**src/rtl/riscv_pkg.sv**
```systemverilog
`default_nettype none
// ============================================================================
//  Module   : riscv_pkg
//  Purpose  : Shared opcode constants and the decoded-instruction record for
//             the RV32I/RV64I decode stage.
//  Contents : OPC_* major opcodes, IMM_MAX_W, typedef dec_t
//  Revision : 1.0 - initial release
// ============================================================================
package riscv_pkg;

   // The immediate is carried at the widest supported XLEN. It is always
   // sign-extended, so narrower cores simply take the low XLEN bits.
   localparam int IMM_MAX_W = 64;

   localparam logic [6:0] OPC_LUI       = 7'b0110111;
   localparam logic [6:0] OPC_AUIPC     = 7'b0010111;
   localparam logic [6:0] OPC_JAL       = 7'b1101111;
   localparam logic [6:0] OPC_JALR      = 7'b1100111;
   localparam logic [6:0] OPC_BRANCH    = 7'b1100011;
   localparam logic [6:0] OPC_LOAD      = 7'b0000011;
   localparam logic [6:0] OPC_STORE     = 7'b0100011;
   localparam logic [6:0] OPC_OP_IMM    = 7'b0010011;
   localparam logic [6:0] OPC_OP        = 7'b0110011;
   localparam logic [6:0] OPC_OP_IMM_32 = 7'b0011011;
   localparam logic [6:0] OPC_OP_32     = 7'b0111011;
   localparam logic [6:0] OPC_MISC_MEM  = 7'b0001111;
   localparam logic [6:0] OPC_SYSTEM    = 7'b1110011;

   typedef struct packed {
      logic [4:0]           rs1;
      logic [4:0]           rs2;
      logic [4:0]           rd;
      logic [IMM_MAX_W-1:0] imm;
      logic [6:0]           opcode;
      logic [3:0]           op;
      logic                 ill;
   } dec_t;

endpackage : riscv_pkg
`default_nettype wire

```
**src/rtl/id_decode_comb.sv**
```systemverilog
`default_nettype none
// ============================================================================
//  Module   : id_decode_comb
//  Purpose  : Purely combinational RISC-V instruction decoder (RV32I/RV64I).
//  Ports    : instr  in  32     raw instruction word
//             dec    out dec_t  register indices, sign-extended immediate,
//                               opcode, {alt,funct3} op code, illegal flag
//  Revision : 1.0 - initial release
// ============================================================================
module id_decode_comb
   import riscv_pkg::*;
#(
   parameter int XLEN   = 32,
   parameter int SYS_EN = 1
)(
   input  logic [31:0] instr,
   output dec_t        dec
);

   localparam bit C_RV64 = (XLEN == 64);
   localparam bit C_SYS  = (SYS_EN != 0);

   logic [6:0]  w_opc;
   logic [2:0]  w_f3;
   logic [6:0]  w_f7;
   logic [63:0] w_imm_i, w_imm_s, w_imm_b, w_imm_u, w_imm_j;

   assign w_opc = instr[6:0];
   assign w_f3  = instr[14:12];
   assign w_f7  = instr[31:25];

   assign w_imm_i = {{52{instr[31]}}, instr[31:20]};
   assign w_imm_s = {{52{instr[31]}}, instr[31:25], instr[11:7]};
   assign w_imm_b = {{51{instr[31]}}, instr[31], instr[7], instr[30:25], instr[11:8], 1'b0};
   assign w_imm_u = {{32{instr[31]}}, instr[31:12], 12'b0};
   assign w_imm_j = {{43{instr[31]}}, instr[31], instr[19:12], instr[20], instr[30:21], 1'b0};

   always_comb begin
      dec        = '0;
      dec.opcode = w_opc;
      dec.op     = {1'b0, w_f3};
      case (w_opc)
         OPC_LUI, OPC_AUIPC: begin
            dec.rd  = instr[11:7];
            dec.imm = w_imm_u;
         end
         OPC_JAL: begin
            dec.rd  = instr[11:7];
            dec.imm = w_imm_j;
         end
         OPC_JALR: begin
            dec.rd  = instr[11:7];
            dec.rs1 = instr[19:15];
            dec.imm = w_imm_i;
            dec.ill = (w_f3 != 3'd0);
         end
         OPC_BRANCH: begin
            dec.rs1 = instr[19:15];
            dec.rs2 = instr[24:20];
            dec.imm = w_imm_b;
            dec.ill = (w_f3[2:1] == 2'b01);
         end
         OPC_LOAD: begin
            dec.rd  = instr[11:7];
            dec.rs1 = instr[19:15];
            dec.imm = w_imm_i;
            // LD and LWU only exist on RV64
            dec.ill = (w_f3 == 3'd7) || (!C_RV64 && ((w_f3 == 3'd3) || (w_f3 == 3'd6)));
         end
         OPC_STORE: begin
            dec.rs1 = instr[19:15];
            dec.rs2 = instr[24:20];
            dec.imm = w_imm_s;
            dec.ill = C_RV64 ? (w_f3 > 3'd3) : (w_f3 > 3'd2);
         end
         OPC_OP_IMM: begin
            dec.rd  = instr[11:7];
            dec.rs1 = instr[19:15];
            dec.imm = w_imm_i;
            if (w_f3 == 3'b001) begin
               // RV64 uses a 6-bit shamt, so bit 25 belongs to the shift amount
               dec.ill = C_RV64 ? (|instr[31:26]) : (|instr[31:25]);
            end else if (w_f3 == 3'b101) begin
               dec.op[3] = instr[30];
               dec.ill   = instr[31] | (|instr[29:26]) | (!C_RV64 & instr[25]);
            end
         end
         OPC_OP: begin
            dec.rd  = instr[11:7];
            dec.rs1 = instr[19:15];
            dec.rs2 = instr[24:20];
            if ((w_f3 == 3'b000) || (w_f3 == 3'b101)) begin
               dec.op[3] = instr[30];
               dec.ill   = !((w_f7 == 7'h00) || (w_f7 == 7'h20));
            end else begin
               dec.ill = (w_f7 != 7'h00);
            end
         end
         OPC_OP_IMM_32: begin
            dec.rd  = instr[11:7];
            dec.rs1 = instr[19:15];
            dec.imm = w_imm_i;
            if (w_f3 == 3'b101) dec.op[3] = instr[30];
            dec.ill = !C_RV64 || !((w_f3 == 3'b000) || (w_f3 == 3'b001) || (w_f3 == 3'b101));
         end
         OPC_OP_32: begin
            dec.rd  = instr[11:7];
            dec.rs1 = instr[19:15];
            dec.rs2 = instr[24:20];
            if ((w_f3 == 3'b000) || (w_f3 == 3'b101)) begin
               dec.op[3] = instr[30];
               dec.ill   = !C_RV64 || !((w_f7 == 7'h00) || (w_f7 == 7'h20));
            end else if (w_f3 == 3'b001) begin
               dec.ill = !C_RV64 || (w_f7 != 7'h00);
            end else begin
               dec.ill = 1'b1;
            end
         end
         OPC_MISC_MEM, OPC_SYSTEM: begin
            dec.rd  = instr[11:7];
            dec.rs1 = instr[19:15];
            dec.imm = w_imm_i;
            dec.ill = !C_SYS;
         end
         default: dec.ill = 1'b1;
      endcase
   end

endmodule : id_decode_comb
`default_nettype wire

```
**src/rtl/id_stage_pipe.sv**
```systemverilog
`default_nettype none
// ============================================================================
//  Module   : id_stage_pipe
//  Purpose  : Registered decode stage between IF and EX with valid/ready on
//             both sides, a one-entry skid buffer and a synchronous flush.
//  Ports    : clk, reset_n (async, active low), flush
//             in_valid/in_ready/in_instr/in_pc      - from fetch
//             out_valid/out_ready/out_pc            - toward execute
//             rs1, rs2, rd, imm, opcode, op, ill    - decoded fields
//  Revision : 1.0 - initial release
// ============================================================================
module id_stage_pipe
   import riscv_pkg::*;
#(
   parameter int XLEN   = 32,
   parameter int PC_W   = 32,
   parameter int SYS_EN = 1
)(
   input  logic            clk,
   input  logic            reset_n,
   input  logic            flush,
   input  logic            in_valid,
   output logic            in_ready,
   input  logic [31:0]     in_instr,
   input  logic [PC_W-1:0] in_pc,
   output logic            out_valid,
   input  logic            out_ready,
   output logic [PC_W-1:0] out_pc,
   output logic [4:0]      rs1,
   output logic [4:0]      rs2,
   output logic [4:0]      rd,
   output logic [XLEN-1:0] imm,
   output logic [6:0]      opcode,
   output logic [3:0]      op,
   output logic            ill
);

   // EMPTY: nothing held, ONE: output register full, TWO: output + skid full
   typedef enum logic [1:0] {
      EMPTY = 2'd0,
      ONE   = 2'd1,
      TWO   = 2'd2
   } state_t;

   state_t          r_state, w_state_nxt;
   dec_t            w_in_dec;
   dec_t            r_out_dec, r_skid_dec;
   logic [PC_W-1:0] r_out_pc, r_skid_pc;
   logic            w_accept, w_deq;
   logic            w_load_out, w_out_from_skid, w_load_skid;

   id_decode_comb #(
      .XLEN   (XLEN),
      .SYS_EN (SYS_EN)
   ) u_dec (
      .instr (in_instr),
      .dec   (w_in_dec)
   );

   // Both handshake outputs come straight from the state flop, so in_ready
   // never depends combinationally on out_ready.
   assign in_ready  = (r_state != TWO);
   assign out_valid = (r_state != EMPTY);
   assign w_accept  = in_valid & in_ready;
   assign w_deq     = out_valid & out_ready;

   always_ff @(posedge clk or negedge reset_n) begin
      if (!reset_n) r_state <= EMPTY;
      else          r_state <= w_state_nxt;
   end

   always_comb begin
      w_state_nxt     = r_state;
      w_load_out      = 1'b0;
      w_out_from_skid = 1'b0;
      w_load_skid     = 1'b0;
      if (flush) begin
         w_state_nxt = EMPTY;
      end else begin
         case (r_state)
            EMPTY: begin
               if (w_accept) begin
                  w_state_nxt = ONE;
                  w_load_out  = 1'b1;
               end
            end
            ONE: begin
               case ({w_accept, w_deq})
                  2'b10: begin
                     w_state_nxt = TWO;
                     w_load_skid = 1'b1;
                  end
                  2'b01: w_state_nxt = EMPTY;
                  2'b11: w_load_out  = 1'b1;
                  default: ;
               endcase
            end
            TWO: begin
               // in_ready is low here, so no new entry can arrive alongside
               if (w_deq) begin
                  w_state_nxt     = ONE;
                  w_load_out      = 1'b1;
                  w_out_from_skid = 1'b1;
               end
            end
            default: w_state_nxt = EMPTY;
         endcase
      end
   end

   // Data registers only load from a real source, so an X instruction word
   // presented with in_valid low never reaches the outputs.
   always_ff @(posedge clk or negedge reset_n) begin
      if (!reset_n) begin
         r_out_pc   <= '0;
         r_out_dec  <= '0;
         r_skid_pc  <= '0;
         r_skid_dec <= '0;
      end else begin
         if (w_load_out) begin
            r_out_pc  <= w_out_from_skid ? r_skid_pc  : in_pc;
            r_out_dec <= w_out_from_skid ? r_skid_dec : w_in_dec;
         end
         if (w_load_skid) begin
            r_skid_pc  <= in_pc;
            r_skid_dec <= w_in_dec;
         end
      end
   end

   assign out_pc = r_out_pc;
   assign rs1    = r_out_dec.rs1;
   assign rs2    = r_out_dec.rs2;
   assign rd     = r_out_dec.rd;
   assign imm    = r_out_dec.imm[XLEN-1:0];
   assign opcode = r_out_dec.opcode;
   assign op     = r_out_dec.op;
   assign ill    = r_out_dec.ill;

   // Upper immediate bits are pure sign extension on narrow cores
   if (XLEN < IMM_MAX_W) begin : g_imm_unused
      logic w_unused_imm_hi;
      assign w_unused_imm_hi = ^r_out_dec.imm[IMM_MAX_W-1:XLEN];
   end

endmodule : id_stage_pipe
`default_nettype wire

```
**config.mk**
```make
export PLATFORM = sky130hd
export DESIGN_NAME = id_stage_pipe
export DESIGN_NICKNAME = d
export VERILOG_FILES = /design/src/rtl/riscv_pkg.sv /design/src/rtl/id_decode_comb.sv /design/src/rtl/id_stage_pipe.sv
export SDC_FILE = /design/constraint.sdc
export NUM_CORES = 1
export LEC_CHECK = 0
export BUFFER_PORTS_ARGS = -buffer_cell sky130_fd_sc_hd__buf_2
export CAP_MARGIN = 10
export CORE_MARGIN = 5
export CORE_UTILIZATION = 49
export CTS_CLUSTER_DIAMETER = 60
export DETAILED_ROUTE_END_ITERATION = 6
export GPL_TIMING_DRIVEN = 0
export PLACE_DENSITY = 0.71
export SLEW_MARGIN = 5
export SYNTH_ARGS = -nofsm -noshare
export SYNTH_HDL_FRONTEND = slang
export SYNTH_HIERARCHICAL = 1
export SYNTH_SLANG_ARGS = --single-unit
```
**constraint.sdc**
```tcl
create_clock -name clk -period 2.1 [get_ports clk]
set_input_delay 0.42 -clock clk [delete_from_list [all_inputs] [get_ports clk]]
set_output_delay 0.42 -clock clk [all_outputs]
set_load 0.1 [all_outputs]
```
==> metrics.txt, run 1 <==
DIE AREA 22,130 sq um; Reg power frac 41.1%; nets@finish 900; RSZ-0062 raised after global routing yes; Die H between 100 and 150 um; wire per inst a little under 20 um; site row count 50; Largest stage delay, worst path 0.44 ns; net switching power 3.925 mW; most frequent cells in the layout dfrtp_1, mux2_2, buf_2; DR pass1 iterations 4; highest net fanout along the worst path 7; Worst-Skew Late Latency approximately 0.43 ns; Final ANT Viol Nets 0; worst slew pin tran ~0.76 ns; share of cells above drive strength 1 62.09%; synthesized area 9435 sq um; total CTS buffers 17; GRT Total Usage between 10% and 20%; total power ~10 mW; area of the core approximately 19,000 sq um; H-tree level count 4; DRT iter0 DRCs 388; slowest CP cell dfrtp_1; Via density 5.259; Buffers on Ports between 150 and 200; slew margin rel. 49.49%; Req. time, crit path roughly 1.7 ns; Combinational Power Share between 20 and 30%; period utilisation layout 95.26%; number of global-route vias before repair 6,498; n_diodes 0; CTS tree done; Initial Utilization 50.11%; Total Routed Length 21.66 mm; crit end category primary output; final slew viol count 0; first-pass GRT wire length between 30 and 40 mm; die span in x 148.8 um; fin cells around 1.1k; pin count of the biggest net entering global routing just over 100; internal power 6.507 mW; WP data arrival 1.58 ns; shortest period the worst path allows ~2 ns; Post-CTS Hold Buffers 0; worst hold path type in2async; Ports roughly 160; Synth warnings 6; commonest non-fill, non-tap cell in the layout dfrtp_1; antenna violations before repair 0; final hold vios 0; detailed-placement wirelength estimate about 16 mm; Final GP Congestion 0.8361; fmax between 400 and 500 MHz; part of the power in the clock network 29.2%; Synth Instances approximately 650; # setup viols final 0; DRC Markers 0; startpoint types flop; Root Driver clkbuf_16; CP Class reg2out; total gr overflow 0; Sw Ratio 37.63%; critical path cell sequence nand2b_1, buf_4, buf_2; P_leak between 5 and 6 nW; placed instance count 1,072; synthesis-to-finish area growth 18.34%; pwr dens between 900 and 1000 nW/um^2; Post-Syn Nets 723; Bufs on Longest Clock Path 2; clk sink count around 180; status completed; maximum vdd drop 570.7 uV; Max Cap Viol 0; via count 5,806; syn_area_per_cell 14.43 sq um; skew final 0.01051 ns; Worst-path clk slew about 0.07 ns
## flip-flops by register name, summed over array words and instances (netlist names)
register / count
ill: 1
imm: 32
op: 4
opcode: 7
out_pc: 32
r_skid_dec: 59
r_skid_pc: 32
r_state: 2
rd: 5
rs1: 5
rs2: 5
## path summary, 6_finish.rpt
| path | from | endpoint | slack (ns) | cells after the start |
|---|---|---|---|---|
| setup / recovery | r_state[0] | in_ready | 0.1 | 3 |
| hold / removal | reset_n | imm[23] | 0.04 | 1 |
| setup reg to reg | r_state[0] | imm[31] | 0.13 | 7 |
| hold reg to reg | r_skid_dec[84] | r_skid_dec[84] | 0.50 | 1 |
| max in group asynchronous | reset_n | op[0] | 1.17 | 2 |
| min in group clk | flush | r_state[0] | 0.20 | 2 |
## repair_timing
item,in CTS,in global routing
gates cloned,0,0
endpoints found under the setup margin,90,34
pin swaps,1,0
gates resized for setup,0,1
buffers inserted,1,0
endpoints found under the hold margin,0,0
## through the flow
| step | hold WS, ns | setup TNS [ns] | setup slack (ns) | instance area, sq um | utilization (%) |
|---|---|---|---|---|---|
| after floorplan | 0.1244 | 0 | 0.06734 | 9435 | - |
| after global placement | 0.4693 | -402.12 | -2.150 | 10550 | 56.01 |
| after detailed placement | 0.4878 | -17.67 | -0.3910 | 10580 | 56.21 |
| after CTS | 0.05869 | 0 | 0.01949 | 11160 | 59.29 |
| after global routing | 0.09727 | -0.02605 | -0.02605 | 11170 | 59.30 |
| final | 0.03561 | 0 | 0.09953 | 11170 | 59.30 |
## area by class of cell
class / instances / area (sq um)
buffer: 51 / 462.9
clock buffer: 18 / 429.2
clock inverter: 14 / 131.4
fill: 1532 / 7665
inverter: 2 / 7.507
multi-input combinational: 416 / 4362
sequential: 184 / 4604
tap: 260 / 325.3
timing repair buffer: 159 / 843.3
## routing by layer
layer | GRT usage, % | wire (um)
met4 | 6.224 | 454
met1 | 25.99 | 9579
met2 | 33.80 | 10860
met3 | 3.677 | 761
met5 | 0 | 0
## worst max-delay path: cells and delay by family (launching register included)
| kind | cells | cell delay (ns) |
|---|---|---|
| buffers and inverters | 2 | 0.57 |
| and+or+nand+nor | 1 | 0.14 |
| DFF | 1 | 0.44 |
## power by group through the flow
| stage | registers [mW] | logic (mW) | clock network, mW |
|---|---|---|---|
| finish | 4.28 | 3.10 | 3.05 |
| floorplan | 5.84 | 0.982 | 0 |
| CTS | 4.29 | 3.13 | 3.13 |
| global placement | 4.31 | 3.05 | 0 |
| detailed placement | 4.35 | 3.12 | 0 |
| global route | 4.34 | 3.23 | 3.27 |
(Power assumes the default switching activity.)
==> run 2, diff against run 1 <==
--- a/config.mk
+++ b/config.mk
@@ -12,7 +12,7 @@
 export CTS_CLUSTER_DIAMETER = 60
 export DETAILED_ROUTE_END_ITERATION = 6
 export GPL_TIMING_DRIVEN = 0
-export PLACE_DENSITY = 0.71
+export PLACE_DENSITY_LB_ADDON = 0.12
 export SLEW_MARGIN = 5
 export SYNTH_ARGS = -nofsm -noshare
 export SYNTH_HDL_FRONTEND = slang
==> constraint.sdc (replaced) <==
create_clock -name clk -period 2.45 [get_ports clk]
set_input_delay 0.49 -clock clk [delete_from_list [all_inputs] [get_ports clk]]
set_output_delay 0.49 -clock clk [all_outputs]
set_load 0.1 [all_outputs]
==> metrics.txt, run 2 (same netlist as run 1, synthesis figures left out) <==
pin count of the biggest net entering global routing 103 (+2.0%); fmax 455.1 MHz; highest net fanout along the worst path 10 (+3); part of the power in the clock network 31.2% (+2.0 points); Die H 148.8 um (unchanged); Worst-Skew Late Latency 0.43 ns (about the same); CTS tree done; worst slew pin tran 0.7413 ns (-0.01635 ns); nets@finish 900 (unchanged); shortest period the worst path allows 2.197 ns; commonest non-fill, non-tap cell in the layout dfrtp_1; Final ANT Viol Nets 0 (unchanged); Root Driver clkbuf_16; detailed-placement wirelength estimate 16.23 mm (+2.8%); reg2reg end imm[29]; period utilisation layout between 80% and 90%; CP Buf/Inv Count 2 (unchanged); M3 GR Usage 4.497% (+0.82 points); worst hold path type in2async; Biggest register r_skid_dec; Setup TNS Final 0 ns (unchanged); # setup viols final 0 (unchanged); final-layout fill cell count 1,513 (-1.2%); final hold vios 0 (unchanged); maximum vdd drop 592.9 uV (+3.9%); via count 5,824 (+0.31%); crit end category flop; GRT Total Usage 20.54% (+0.64 points); Hold Slack 0.02642 ns (-0.009196 ns); die span in x 148.8 um (unchanged); number of flip-flops under the largest register name 59 (unchanged); synthesis-to-finish area growth 18.78%; worst slack, placed -0.04058 ns (+0.3505 ns); DRT iter0 DRCs 311 (-20%); Ports 162 (unchanged); startpoint types flop; pwr dens 821.5 nW/um^2 (-12%); Combinational Power Share 28.9% (-0.8 points); DR pass1 iterations 4 (unchanged); Req. time, crit path 2.77 ns (+1.09 ns); worst r2r src r_state[0]; Final Util 59.51% (+0.22 points); Initial Utilization 50.11% (unchanged); first-pass GRT wire length 35.72 mm (+2.5%); critical path cell sequence nand2b_1, buf_4, nor2_4, buf_4, mux2_2, mux2_4; slowest CP cell dfrtp_1; total gr overflow 0 (unchanged); post_cts resized 0 (unchanged); n_diodes 0 (unchanged); Bufs on Longest Clock Path 2 (unchanged); clk sink count 184 (unchanged); most frequent cells in the layout dfrtp_1, mux2_2, buf_2; Largest stage delay, worst path 0.44 ns (about the same); GR Util met2 34.21% (+0.41 points); Max Cap Viol 0 (unchanged); DRC Markers 0 (unchanged); Via density 5.275 (+0.31%); antenna violations before repair 0 (unchanged); R2R setup slack 0.25 ns (+0.12 ns); Buffers on Ports 157 (unchanged); internal power 5.820 mW (-11%); most used cell, CP buf_4; Post-CTS Hold Buffers 0 (unchanged); Stages on worst setup path 6 (+3); DIE AREA 22,130 sq um (unchanged); Worst Slack Setup Final 0.2525 ns (+0.1530 ns); Worst-path clk slew 0.07 ns (about the same); total power 9.206 mW (-12%); net switching power 3.386 mW (-14%); final slew viol count 0 (unchanged); Final GP Congestion 0.8346 (-0.18%); P_leak 5.695 nW (+0.44%); met1 usage 27.44% (+1.5 points); RSZ-0062 raised after global routing no; share of cells above drive strength 1 61.97% (-0.12 points); slew margin rel. 50.49% (+0.99 points); H-tree level count 4 (unchanged); site row count 50 (unchanged); total CTS buffers 17 (unchanged); Post-CTS Setup Bufs 0 (-1); CP top delay family multiplexers; number of global-route vias before repair 6,521 (+0.35%); Sw Ratio 36.78% (-0.84 points); status completed; wire per inst 20.13 um (+2.6%); Top Usage Layer GRT met2; area of the core 18,830 sq um (unchanged); WP data arrival 2.51 ns (+0.93 ns); worst reg-to-reg path cell count 6 (-1); Total Routed Length 22.23 mm (+2.6%); skew final 0.01376 ns (+0.003254 ns); Reg power frac 39.9% (-1.2 points); CP Class reg2reg
run 2: cell type report:
cell class                 instances  area [sq um]  area share [%]
clock inverter                    14         183.9           1.641
inverter                           2         7.507         0.06699
buffer                            52         466.7           4.164
clock buffer                      18         439.2           3.919
tap                              260         325.3           2.903
timing repair buffer             158         823.3           7.346
sequential                       184          4604           41.09
multi-input combinational        416          4357           38.87
run 2: per-layer routing:
layer | up-vias | wire length, um
met5 | - | 0
met4 | 0 | 262
met3 | 17 | 1145
met2 | 137 | 11030
met1 | 2976 | 9795
li1 | 2694 | -
run 2: power groups by stage:
stage / Combinational, mW / Clock, mW / Sequential [mW]
after detailed placement: 2.68 / 0 / 3.73
final: 2.66 / 2.87 / 3.67
after global routing: 2.77 / 3.09 / 3.72
after CTS: 2.68 / 2.94 / 3.67
after global placement: 2.62 / 0 / 3.69
after floorplan: 0.842 / 0 / 5.00
run 2: worst max path at each step:
stage                       from          to  slack [ns]
detailed placement  in_instr[25]         ill       -0.04
global placement         reset_n  out_pc[14]       -1.91
floorplan           in_instr[25]         ill        0.35
finish                r_state[0]     imm[29]        0.25
global route          r_state[0]      imm[4]        0.16
CTS                   r_state[0]       rd[2]        0.22
run 2: worst register-to-register path: cells and delay by family (launching register included):
family,cells,cell delay (ns)
buf+inv,2,0.44
flops,1,0.44
mux,2,0.64
simple gates,2,0.56
run 2: through the flow:
step                      instances  area, sq um
after floorplan                 654         9435
after global placement         1071        10550
after detailed placement       1072        10580
after CTS                      1104        11210
after global routing           1104        11210
final                          1104        11210
